$ cat src/rtl/mem_bus_arbiter_pkg.sv
// mem_bus_arbiter_pkg: shared state encodings, grant IDs and default watchdog limit
package mem_bus_arbiter_pkg;
  typedef enum logic [1:0] {ARB_IDLE, ARB_BUSY_I, ARB_BUSY_D, ARB_RESP} arb_state_t;
  localparam logic GNT_I = 1'b0;
  localparam logic GNT_D = 1'b1;
  localparam int ARB_TIMEOUT = 255;
endpackage

$ cat src/rtl/bus_watchdog.sv
// bus_watchdog: saturating cycle counter that flags when the current cycle reaches limit
module bus_watchdog #(
  parameter int TO_W = 8
) (
  input  logic            clk,
  input  logic            reset,
  input  logic            clr,
  input  logic            en,
  input  logic [TO_W-1:0] limit,
  output logic            expired
);
  logic [TO_W-1:0] r_cnt;
  always_ff @(posedge clk)
    if (reset || clr) r_cnt <= '0;
    else if (en && !(&r_cnt)) r_cnt <= r_cnt + TO_W'(1);
  // r_cnt counts completed cycles, so the current one is r_cnt+1
  assign expired = en && (({1'b0, r_cnt} + (TO_W+1)'(1)) >= {1'b0, limit});
endmodule

$ cat src/rtl/mem_bus_arbiter.sv
// mem_bus_arbiter: shares one memory port between fetch (I) and load/store (D) with alternating grants
module mem_bus_arbiter
  import mem_bus_arbiter_pkg::*;
#(
  parameter int TIMEOUT = ARB_TIMEOUT,
  parameter int TO_W    = 8
) (
  input  logic        clk,
  input  logic        reset,
  input  logic        i_req,
  input  logic [31:0] i_addr,
  output logic [31:0] i_rdata,
  output logic        i_ack,
  input  logic        d_req,
  input  logic        d_we,
  input  logic [3:0]  d_be,
  input  logic [31:0] d_addr,
  input  logic [31:0] d_wdata,
  output logic [31:0] d_rdata,
  output logic        d_ack,
  output logic        bus_err,
  output logic        m_req,
  output logic        m_we,
  output logic [3:0]  m_be,
  output logic [31:0] m_addr,
  output logic [31:0] m_wdata,
  input  logic [31:0] m_rdata,
  input  logic        m_ready
);
  arb_state_t  r_state, w_next;
  logic        r_gnt, r_err, r_m_we;
  logic [3:0]  r_m_be;
  logic [31:0] r_m_addr, r_m_wdata, r_i_rdata, r_d_rdata;
  logic        w_busy, w_pick_d, w_expired;
  bus_watchdog #(.TO_W(TO_W)) u_wd (
    .clk     (clk),
    .reset   (reset),
    .clr     (!w_busy),
    .en      (w_busy),
    .limit   (TO_W'(TIMEOUT)),
    .expired (w_expired)
  );
  always_comb begin
    w_busy   = r_state == ARB_BUSY_I || r_state == ARB_BUSY_D;
    w_pick_d = d_req && (!i_req || r_gnt == GNT_I);
    w_next   = r_state;
    case (r_state)
      ARB_IDLE:   if (i_req || d_req) w_next = w_pick_d ? ARB_BUSY_D : ARB_BUSY_I;
      ARB_BUSY_I,
      ARB_BUSY_D: if (m_ready || w_expired) w_next = ARB_RESP;
      default:    w_next = ARB_IDLE;
    endcase
  end
  always_ff @(posedge clk)
    if (reset) r_state <= ARB_IDLE;
    else r_state <= w_next;
  always_ff @(posedge clk)
    if (reset) begin
      r_gnt     <= GNT_I;
      r_err     <= 1'b0;
      r_m_we    <= 1'b0;
      r_m_be    <= '0;
      r_m_addr  <= '0;
      r_m_wdata <= '0;
      r_i_rdata <= '0;
      r_d_rdata <= '0;
    end else begin
      if (r_state == ARB_IDLE && (i_req || d_req)) begin
        r_gnt     <= w_pick_d ? GNT_D : GNT_I;
        r_m_we    <= w_pick_d && d_we;
        r_m_be    <= w_pick_d ? d_be : 4'hF;
        r_m_addr  <= w_pick_d ? d_addr : i_addr;
        r_m_wdata <= w_pick_d ? d_wdata : '0;
      end
      if (w_busy && m_ready) begin
        if (r_gnt == GNT_I) r_i_rdata <= m_rdata;
        else if (!r_m_we) r_d_rdata <= m_rdata;
      end else if (w_busy && w_expired) begin
        if (r_gnt == GNT_I) r_i_rdata <= '0;
        else r_d_rdata <= '0;
        r_err <= 1'b1;
      end
      if (r_state == ARB_RESP) r_err <= 1'b0;
    end
  assign m_req   = w_busy;
  assign m_we    = r_m_we;
  assign m_be    = r_m_be;
  assign m_addr  = r_m_addr;
  assign m_wdata = r_m_wdata;
  assign i_rdata = r_i_rdata;
  assign d_rdata = r_d_rdata;
  assign i_ack   = r_state == ARB_RESP && r_gnt == GNT_I;
  assign d_ack   = r_state == ARB_RESP && r_gnt == GNT_D;
  assign bus_err = r_state == ARB_RESP && r_err;
endmodule

$ cat config.mk
export PLATFORM = sky130hd
export DESIGN_NAME = mem_bus_arbiter
export DESIGN_NICKNAME = d
export VERILOG_FILES = /design/src/rtl/mem_bus_arbiter_pkg.sv /design/src/rtl/bus_watchdog.sv /design/src/rtl/mem_bus_arbiter.sv
export SDC_FILE = /design/constraint.sdc
export NUM_CORES = 1
export LEC_CHECK = 0
export ABC_CLOCK_PERIOD_IN_PS = 2700
export BUFFER_PORTS_ARGS = -buffer_cell sky130_fd_sc_hd__buf_2
export CORE_MARGIN = 5
export CORE_UTILIZATION = 42
export DETAILED_ROUTE_END_ITERATION = 6
export MAX_ROUTING_LAYER = met4
export PLACE_DENSITY = 0.76
export REMOVE_ABC_BUFFERS = 1
export SYNTH_ARGS = -nofsm -noshare
export SYNTH_HDL_FRONTEND = slang
export SYNTH_HIERARCHICAL = 1
export SYNTH_SLANG_ARGS = --single-unit
$ cat constraint.sdc
create_clock -name clk -period 2.7 [get_ports clk]
set_clock_uncertainty 0.1 [all_clocks]
set_input_delay 0.135 -clock clk [delete_from_list [all_inputs] [get_ports clk]]
set_output_delay 0.135 -clock clk [all_outputs]
set_load 0.01 [all_outputs]
**Word level (Yosys, flattened, before mapping)**

Index checks and enable logic that the tools add are counted.

- Output and inout bits: 137
- Logic and storage cells: 69
- Bits of input ports: 138
- Register bits: 145

- Reductions and logical operators: 27
- Mux-type cells: 17
- Add/sub/neg operators: 2
- Magnitude comparators: 1
- Equality and inequality tests: 10
- Bitwise operators: 2

Operators with widths:

| operator | number |
|---|---|
| 32-bit two-way mux | 11 |
| 2-bit inequality test, second input constant | 6 |
| 1-bit logical AND | 10 |
| 8-bit by 1-bit adder with 9-bit output, second input constant | 1 |
| 9-bit by 8-bit greater-or-equal comparator with 1-bit output, second input constant | 1 |
| 8-bit by 1-bit adder with 8-bit output, second input constant | 1 |
| 8-bit AND reduction | 1 |
| 2-bit two-way mux | 3 |
| 1-bit logical OR | 5 |
| 2-bit == test, second input constant | 2 |
| 4-bit two-way mux | 1 |
| 2-bit case mux with 2 select lines | 1 |
| 2-bit AND reduction | 2 |
| 4-bit AND reduction | 1 |
| 2-bit OR reduction | 2 |
| 1-bit logical NOT | 3 |
| 3-bit AND reduction | 1 |
| 2-bit by 1-bit == test with 1-bit output, second input constant | 1 |
| 2-bit logical NOT | 1 |
| 2-bit by 1-bit inequality test with 1-bit output, second input constant | 1 |
| 1-bit inverter | 2 |
| 2-bit nonzero test | 1 |
| 1-bit two-way mux | 1 |

**Logic depth before layout (Yosys ltp)**

Gate-level depths: netlist (run 1).

- Depth in word-level cells: 6
- Mapped depth: 15
- Depth with buffers taken out: 13

**Hierarchy**

Netlist (run 1), hierarchy kept.

By module, submodules not included:

| module | cells an instance | area an instance (µm²) | instances | seq. area each (µm²) |
|---|---|---|---|---|
| mem_bus_arbiter | 553 | 5207.5 | 1 | 2742.6 |
| bus_watchdog | 82 | 679.4 | 1 | 160.2 |

**Least setup slack after synthesis (run 1)**

No wires, ideal clock.

- Path type: register -> register
- From: register u_wd.r_cnt[0]
- To: register r_i_rdata[14], in the netlist i_rdata[14]
- Buffers on the path: 2
- Path slack: -0.064 ns
- Data arrival time: 2.537 ns
- Cell stages (with the launch flop): 16
- Data required time: 2.472 ns
- Cells stage by stage: dfxtp_1 > ha_1 > nand2_1 > nor2_1 > xor2_1 > ha_1 > nand2_1 > nor2_1 > a21oi_1 > o21ai_0 > nor2_1 > or3_1 > clkbuf_2 > buf_6 > a22oi_1 > nor2_1

- Word-level cells in the longest chain between the ends: 6
- Elaborated cells on any way between the ends: 7
- Classes of those cells: add/sub: 1; order compare: 1; eq/ne: 1; reduce/logical: 4

RTL lines:

| what | RTL line | RTL |
|---|---|---|
| from (decl) | bus_watchdog.sv:12 | `logic [TO_W-1:0] r_cnt;` |
| from (signal assigned) | bus_watchdog.sv:15 | `else if (en && !(&r_cnt)) r_cnt <= r_cnt + TO_W'(1);` |
| 8-bit by 1-bit adder with 9-bit output * | bus_watchdog.sv:17 | `assign expired = en && (({1'b0, r_cnt} + (TO_W+1)'(1)) >= {1'b0, limit});` |
| 9-bit by 8-bit greater-or-equal comparator with 1-bit output * | bus_watchdog.sv:17 |  |
| 1-bit logical AND * | bus_watchdog.sv:17 |  |
| named net w_expired | mem_bus_arbiter.sv:34 | `logic w_busy, w_pick_d, w_expired;` |
| 1-bit logical AND * | mem_bus_arbiter.sv:78 | `end else if (w_busy && w_expired) begin` |
| 2-bit inequality test (no source line) / 2-bit nonzero test (equally long branches) | -- |  |
| 3-bit AND reduction (no source line) * | -- |  |
| to (signal assigned) | mem_bus_arbiter.sv:76 | `if (r_gnt == GNT_I) r_i_rdata <= m_rdata;` |
| to (decl) | mem_bus_arbiter.sv:33 | `logic [31:0] r_m_addr, r_m_wdata, r_i_rdata, r_d_rdata;` |

Mark *: on every way through the listed nets, which the timed path passes. The rest lies on a longest branch.
A chain may end at the register's enable or synchronous reset.

**Worst setup path after layout (run 1)**

- From: register u_wd.r_cnt[0]
- To: register r_d_rdata[11], in the netlist d_rdata[11]

- Word-level cells in the longest chain between the ends: 6
- Elaborated cells on any way between the ends: 7
- Classes of those cells: add/sub: 1; order compare: 1; eq/ne: 1; reduce/logical: 4

RTL lines:

| what | RTL line | RTL |
|---|---|---|
| 8-bit by 1-bit adder with 9-bit output * | bus_watchdog.sv:17 |  |
| 9-bit by 8-bit greater-or-equal comparator with 1-bit output * | bus_watchdog.sv:17 |  |
| 1-bit logical AND * | bus_watchdog.sv:17 |  |
| named net w_expired | mem_bus_arbiter.sv:34 |  |
| 1-bit logical AND * | mem_bus_arbiter.sv:78 |  |
| 2-bit inequality test (no source line) / 2-bit nonzero test (equally long branches) | -- |  |
| 4-bit AND reduction (no source line) * | -- |  |
| to (signal assigned) | mem_bus_arbiter.sv:77 | `else if (!r_m_we) r_d_rdata <= m_rdata;` |
| to (decl) | mem_bus_arbiter.sv:33 |  |

Marked as above.

==> summary.md, run 1 <==
| Metric | Value |
|---|---|
| Routability cong. | `0.826` |
| Most frequent cells in the layout | `buf_2 (273), dfxtp_1 (143), dlygate4sd3_1 (126)` |
| Slowest stage delay, CP | `350 ps` |
| Syn_area_per_cell | `9.27 um2` |
| Area delta synth->final | `62.0%` |
| Detailed Route Iter0 Violations | `404` |
| Crit path DAT | `2720 ps` |
| Core area | `13800 um2` |
| CTS Buf Count | `17` |
| Post-synthesis cell count | `635` |
| Critical path, cell by cell | `ha_4 > nand2_2 > nor2_4 > xor2_1 > ha_1 > nand2_1 > nor2_2 > a21oi_1 > o21ai_1 > buf_4 > nand2b_4 > a21oi_4 > buf_12 > clkbuf_16 > nand2b_1 > a21oi_1` |
| Netlist cell types | `44` |
| Top FF cell, synth | `dfxtp_1` |
| Synth Cell Area | `5890 um2` |
| Slew @ Worst Pin | `742 ps` |
| HP Start | `d_addr[13]` |
| CP endpoint kind | `flop` |
| Worst r2r dst | `d_rdata[11]` |
| CTS Sinks | `145` |
| Yosys warning count | `6` |
| Root Driver | `clkbuf_16` |
| Final cycle utilization of the critical path | `94.4%` |
| Initial Util | `42.6%` |
| Fraction of the mapped netlist area in simple logic gates | `17.5%` |
| Final setup vio count | `0` |
| Worst VDD drop | `0.000483 V` |
| Fillers | `998` |
| DIE WIDTH | `128 um` |
| Vias/cell | `5.21` |
| Hpwl dp | `12.7 mm` |
| Fmax | `0.392 GHz` |
| Synth Area in Compound Gates | `18.4%` |
| FFs w/ async S/R, synth | `0%` |
| Crit-path max FO | `16` |
| Max-slew violations | `0` |
| WL/cell | `17.4 um` |
| GR Overflow Total | `0` |
| Clock-pin slew on the worst setup and hold paths | `60 ps` |
| Worst Reg-to-Reg Cells | `16` |
| Area leader, netlist | `dfxtp_1` |
| Area of the multi-input gates | `2800 um2` |
| Overall Global Routing Usage | `25.1%` |
| Pwr Density | `820 nW/um2` |
| CTS Buffer Depth | `2` |
| Sequential cell area | `2910 um2` |
| Leak | `4.46 nW` |
| Adder-cell share of the synthesized area | `2.34%` |
| Clk Latency, worst-skew pair | `420 ps` |
| Floorplan row count | `43` |
| Share of post-route cells with drive strength above 1 | `34.4%` |
| Hold depth | `3` |
| Pin count of the biggest net entering global routing | `78` |
| Most used cell, CP | `a21oi_1` |
| Largest family of logic cells by synthesized area | `compound AO/OA/AOI/OAI gates` |
| DIE HEIGHT | `128 um` |
| Most common cell after layout, fill and taps aside | `buf_2` |
| Number of enable flip-flop cells after synthesis | `0` |
| Mux cell area share after synthesis | `5.61%` |
| Initial antenna violation count | `0` |
| Place WS | `-39.5 ps` |
| Synth top area share | `49.3%` |
| Max-cap violation count | `0` |
| Setup crit start kind | `flop` |
| Critical path class | `reg2reg` |
| Register area share after synthesis | `49.3%` |
| Final #Nets | `1182` |
| Final ANT Viol Nets | `0` |
| # port buffers | `274` |
| First-pass GRT wire length | `31.9 mm` |
| Worst r2r src | `u_wd/r_cnt[0]` |
| Tmin final | `2550 ps` |
| Largest cells by area after synthesis | `dfxtp_1 (49%), a22oi_1 (8.3%), nor2_1 (7.3%)` |
| Pre-antenna DRT Iters | `5` |
| Routed vias | `6393` |
| Worst Path Required | `2870 ps` |
| CTS tree | `built` |
| Critical path's slowest cell | `dfxtp_2` |
| HP Class | `in2reg` |
| R2R Setup Slk | `150 ps` |
| Final hold vios | `0` |
| Final WL | `21.4 mm` |
| Xor-xnor portion of the synthesized cell area | `1.34%` |
| Vias in the first global route | `6173` |
| Setup WS post-layout | `151 ps` |
| Die area | `16500 um2` |
| Status | `finished clean` |
| Synth Register Bits | `145` |
| DRC violations left | `0` |
| Top Ports | `275` |
| Tot Pwr | `0.00782 W` |
| Hold path endpoint | `m_addr[13]` |
| Slew headroom | `50.6%` |
| H-tree Lvls | `4` |
==> synth_stat cells (3+ instances only) <==
cell type  instances
nand2_1           10
nor2_1           114
dfxtp_1          145
buf_2             10
buf_4              3
buf_6              7
a22oi_1           65
clkbuf_1          31
o22ai_1            4
inv_1             10
nor3_1             3
nor2b_1            4
and2_1             4
ha_1              11
mux2i_1           33
a21oi_1           40
xor2_1             8
a211oi_1          34
o21ai_0            4
nand3_1           34
nand2b_1          34
==> per-layer routing <==
layer	track usage, %	vias up	share of wire (%)
li1	-	3032	-
met1	29.3	2947	39
met4	11.7	0	3.4
met5	-	-	0
met2	40.8	358	49
met3	5.94	56	8.3
==> area by class of cell <==
cell class / instances / share of cell area, %
inverter: 11 / 0.433
clock inverter: 15 / 1.81
multi-input combinational: 433 / 29.4
tap: 180 / 2.36
antenna: 1 / 0.0262
sequential: 145 / 30.5
timing repair buffer: 425 / 31.1
clock buffer: 17 / 4.46
==> sequential cells by signal, indices dropped and copies added (netlist names) <==
name and count:
d_rdata 32, i_rdata 32, m_addr 32, m_be 4
m_wdata 32, m_we 1, r_err 1, r_gnt 1
r_state 2, u_wd/r_cnt 8
==> worst max-delay path: cells and delay by family (launching register included) <==
kind | cells | cell delay (ps)
AO/OA/AOI/OAI | 4 | 440
XOR/XNOR | 1 | 160
adder cells (fa/ha/maj) | 2 | 330
buffers and inverters | 3 | 450
flip-flops | 1 | 350
AND/OR/NAND/NOR | 6 | 550
==> logic make-up (layout without fill, tap and decap cells) <==
family / Yosys count / count (layout)
other: 1 / 9
adders and majority gates: 11 / 11
AOI/OAI and AO/OA: 157 / 157
DFF: 145 / 145
buffers and inverters: 64 / 468
and+or+nand+nor: 215 / 215
muxes: 33 / 33
xor gates and xnor gates: 9 / 9
==> how the worst max path moves through the flow <==
stage	endpoint	slack (ps)	cells after the start	start
2_1_floorplan	m_wdata[0]	-1230	4	r_gnt
3_3_place_gp	d_rdata[7]	40	15	u_wd/r_cnt[0]
3_5_place_dp	d_rdata[0]	-40	15	u_wd/r_cnt[0]
4_1_cts	d_rdata[7]	0.2	15	u_wd/r_cnt[0]
5_1_grt	d_rdata[19]	-7	16	u_wd/r_cnt[0]
6_report	d_rdata[11]	150	16	u_wd/r_cnt[0]
==> where the power goes <==
part / internal [W] / switching, W
registers: 0.00256 / 0.000254
logic: 0.00113 / 0.00149
clock network: 0.00139 / 0.000997
total: 0.00508 / 0.00274
==> per-stage QoR <==
step | utilization, % | cells | area, um2 | TNS [ps] | hold WS [ps]
finish | 69.0 | 1227 | 9540 | 0 | 29.3
global route | 69.0 | 1226 | 9530 | -26.8 | 14.5
CTS | 67.5 | 1220 | 9340 | 0 | 2.99
detailed placement | 54.1 | 1062 | 7480 | -520 | 289
global placement | 54.1 | 1062 | 7480 | 0 | 281
floorplan | - | 589 | 5640 | -96470 | 104
==> timing repair <==
action,4_1_cts,5_1_grt
pin swaps,0,17
gates cloned,0,5
endpoints found under the setup margin,44,64
buffers inserted,0,1
hold buffers,126,0
gates resized for setup,1,19
endpoints found under the hold margin,130,0
Power figures use the tool's default switching activity.
==> run 2: changes to the inputs <==
--- a/config.mk
+++ b/config.mk
@@ -10,9 +10,9 @@
 export CORE_MARGIN = 5
 export CORE_UTILIZATION = 42
 export DETAILED_ROUTE_END_ITERATION = 6
+export GPL_ROUTABILITY_DRIVEN = 0
 export MAX_ROUTING_LAYER = met4
 export PLACE_DENSITY = 0.76
-export REMOVE_ABC_BUFFERS = 1
 export SYNTH_ARGS = -nofsm -noshare
 export SYNTH_HDL_FRONTEND = slang
 export SYNTH_HIERARCHICAL = 1
==> summary.md, run 2 (synthesized netlist as in run 1, its figures left out) <==
| Metric | Value |
|---|---|
| Status | `finished clean` |
| CTS Sinks | `145 (unchanged)` |
| Final WL | `20.5 mm (-4.3%)` |
| Hold depth | `3 (unchanged)` |
| WP buf/inv | `1 (-2)` |
| Overall Global Routing Usage | `24.1% (-1.0 points)` |
| Top Ports | `275 (unchanged)` |
| Die area | `16500 um2 (unchanged)` |
| Clk Latency, worst-skew pair | `410 ps (about the same)` |
| Clock-pin slew on the worst setup and hold paths | `60 ps (about the same)` |
| HP Class | `in2reg` |
| Area delta synth->final | `61.2%` |
| Final hold vios | `0 (unchanged)` |
| Hold path endpoint | `m_addr[22]` |
| Fmax | `0.395 GHz (+0.74%)` |
| DRC violations left | `0 (unchanged)` |
| R2R Setup Slk | `170 ps (+20 ps)` |
| Routed vias | `6394 (+0.016%)` |
| Family with the most delay on the worst path | `simple AND/OR/NAND/NOR gates` |
| Max-slew violations | `0 (unchanged)` |
| Pre-antenna DRT Iters | `5 (unchanged)` |
| Pin count of the biggest net entering global routing | `60 (-23%)` |
| Root Driver | `clkbuf_16` |
| Vias in the first global route | `6314 (+2.3%)` |
| Critical path class | `reg2reg` |
| CTS Buffer Depth | `2 (unchanged)` |
| GR Overflow Total | `0 (unchanged)` |
| Most frequent cells in the layout | `buf_2 (273), dfxtp_1 (143), dlygate4sd3_1 (129)` |
| Leak | `4.44 nW (-0.30%)` |
| Most used cell, CP | `nor2_1` |
| WL/cell | `16.6 um (-4.6%)` |
| Setup crit start kind | `flop` |
| Instance count on the critical path | `14 (-2)` |
| H-tree Lvls | `4 (unchanged)` |
| Worst r2r src | `u_wd/r_cnt[0]` |
| TNS Setup | `0 ps (unchanged)` |
| Final cycle utilization of the critical path | `93.7% (-0.69 points)` |
| Worst VDD drop | `0.000477 V (-1.2%)` |
| First-pass GRT wire length | `31.0 mm (-2.7%)` |
| Worst r2r dst | `i_rdata[8]` |
| Slew headroom | `55.0% (+4.5 points)` |
| Initial Util | `42.6% (unchanged)` |
| # port buffers | `274 (unchanged)` |
| CTS Buf Count | `17 (unchanged)` |
| Setup WS post-layout | `169 ps (+18.6 ps)` |
| Worst Path Required | `2870 ps (about the same)` |
| Worst Reg-to-Reg Cells | `14 (-2)` |
| HP Start | `i_addr[22]` |
| Slowest stage delay, CP | `390 ps (+40 ps)` |
| Place WS | `-4.48 ps (+35.0 ps)` |
| Fillers | `978 (-2.0%)` |
| Tmin final | `2530 ps (-18.6 ps)` |
| Hpwl dp | `11.9 mm (-6.8%)` |
| Floorplan row count | `43 (unchanged)` |
| Share of post-route cells with drive strength above 1 | `33.7% (-0.70 points)` |
| CP endpoint kind | `flop` |
| DIE WIDTH | `128 um (unchanged)` |
| Core area | `13800 um2 (unchanged)` |
| Vias/cell | `5.20 (-0.23%)` |
| Pwr Density | `817 nW/um2 (-0.39%)` |
| CTS tree | `built` |
| Slew @ Worst Pin | `674 ps (-67.3 ps)` |
| Detailed Route Iter0 Violations | `372 (-7.9%)` |
| Critical path's slowest cell | `or3_4` |
| Most common cell after layout, fill and taps aside | `buf_2` |
| Crit path DAT | `2700 ps (-20 ps)` |
| Final #Nets | `1183 (+0.085%)` |
| Final ANT Viol Nets | `0 (unchanged)` |
| RSZ-0062 raised after global routing | `true` |
| Crit-path max FO | `8 (-8)` |
| DIE HEIGHT | `128 um (unchanged)` |
| Critical path, cell by cell | `ha_4 > nand2_4 > nor2_4 > xor2_1 > ha_1 > nand2_2 > nor2_1 > a21oi_1 > o21ai_1 > nor2_1 > or3_4 > clkbuf_16 > a22oi_1 > nor2_1` |
| Max-cap violation count | `0 (unchanged)` |
| Initial antenna violation count | `1 (+1)` |
| Final setup vio count | `0 (unchanged)` |
## run 2: cell count changes in the layout (fill, tap and decap cells not counted), sizes merged
cell,previous run,this run
inv,18,13
dlygate4sd3,126,129
clkbuf,20,22
diode,1,3
clkinvlp,1,2
## run 2: area by class of cell
| type | count | area (um2) | share of cell area [%] |
|---|---|---|---|
| Multi-Input combinational cell | 433 | 2800 | 29.5 |
| Clock buffer | 21 | 460 | 4.85 |
| Antenna cell | 3 | 7.51 | 0.0791 |
| Sequential cell | 145 | 2910 | 30.7 |
| Inverter | 11 | 41.3 | 0.435 |
| Clock inverter | 11 | 129 | 1.36 |
| Tap cell | 180 | 225 | 2.37 |
| Timing Repair Buffer | 426 | 2920 | 30.8 |
## run 2: how the worst max path moves through the flow
| stage | start | endpoint | slack [ps] |
|---|---|---|---|
| after global placement | u_wd/r_cnt[0] | i_rdata[4] | 110 |
| final | u_wd/r_cnt[0] | i_rdata[8] | 170 |
| after CTS | u_wd/r_cnt[1] | i_rdata[7] | 60 |
| after detailed placement | u_wd/r_cnt[1] | i_rdata[21] | -4 |
| after global routing | u_wd/r_cnt[0] | i_rdata[15] | -30 |
| after floorplan | u_wd/r_cnt[0] | i_rdata[14] | 40 |
## run 2: metal layers
layer,up-vias,GRT usage [%],routed length [um]
met1,2954,27.7,7880
met4,0,10.1,646
met5,-,-,0
met2,354,39.2,10000
li1,3037,-,-
met3,49,7.14,1910
## run 2: report_power, final
part,internal (W),switching (W)
clock network,0.00142,0.000902
registers,0.00256,0.000254
logic,0.00114,0.00148
## run 2: what timing repair did
| action | in CTS | in global routing |
|---|---|---|
| hold endpoints to repair | 131 | 0 |
| gates cloned | 0 | 2 |
| hold buffers | 129 | 0 |
| endpoints found under the setup margin | 8 | 64 |
| gates resized for setup | 2 | 16 |
| setup buffers | 0 | 2 |
| pin swaps | 0 | 3 |
## run 2: worst min-delay path: cells and delay by family
| family | cells | cell delay (ps) |
|---|---|---|
| buffers and inverters | 1 | 90 |
| multiplexers | 1 | 150 |
| AO/OA/AOI/OAI | 1 | 90 |
## run 2: metrics by stage
stage	hold WS, ps	cells	util [%]	area, um2	total power, W
2_1_floorplan	187	642	-	5920	0.00427
4_1_cts	0.464	1223	67.7	9370	0.00763
5_1_grt	6.83	1228	68.6	9490	0.00816
3_3_place_gp	282	1062	54.1	7480	0.00508
3_5_place_dp	293	1062	54.1	7480	0.00511
6_report	11.9	1230	68.6	9490	0.00775
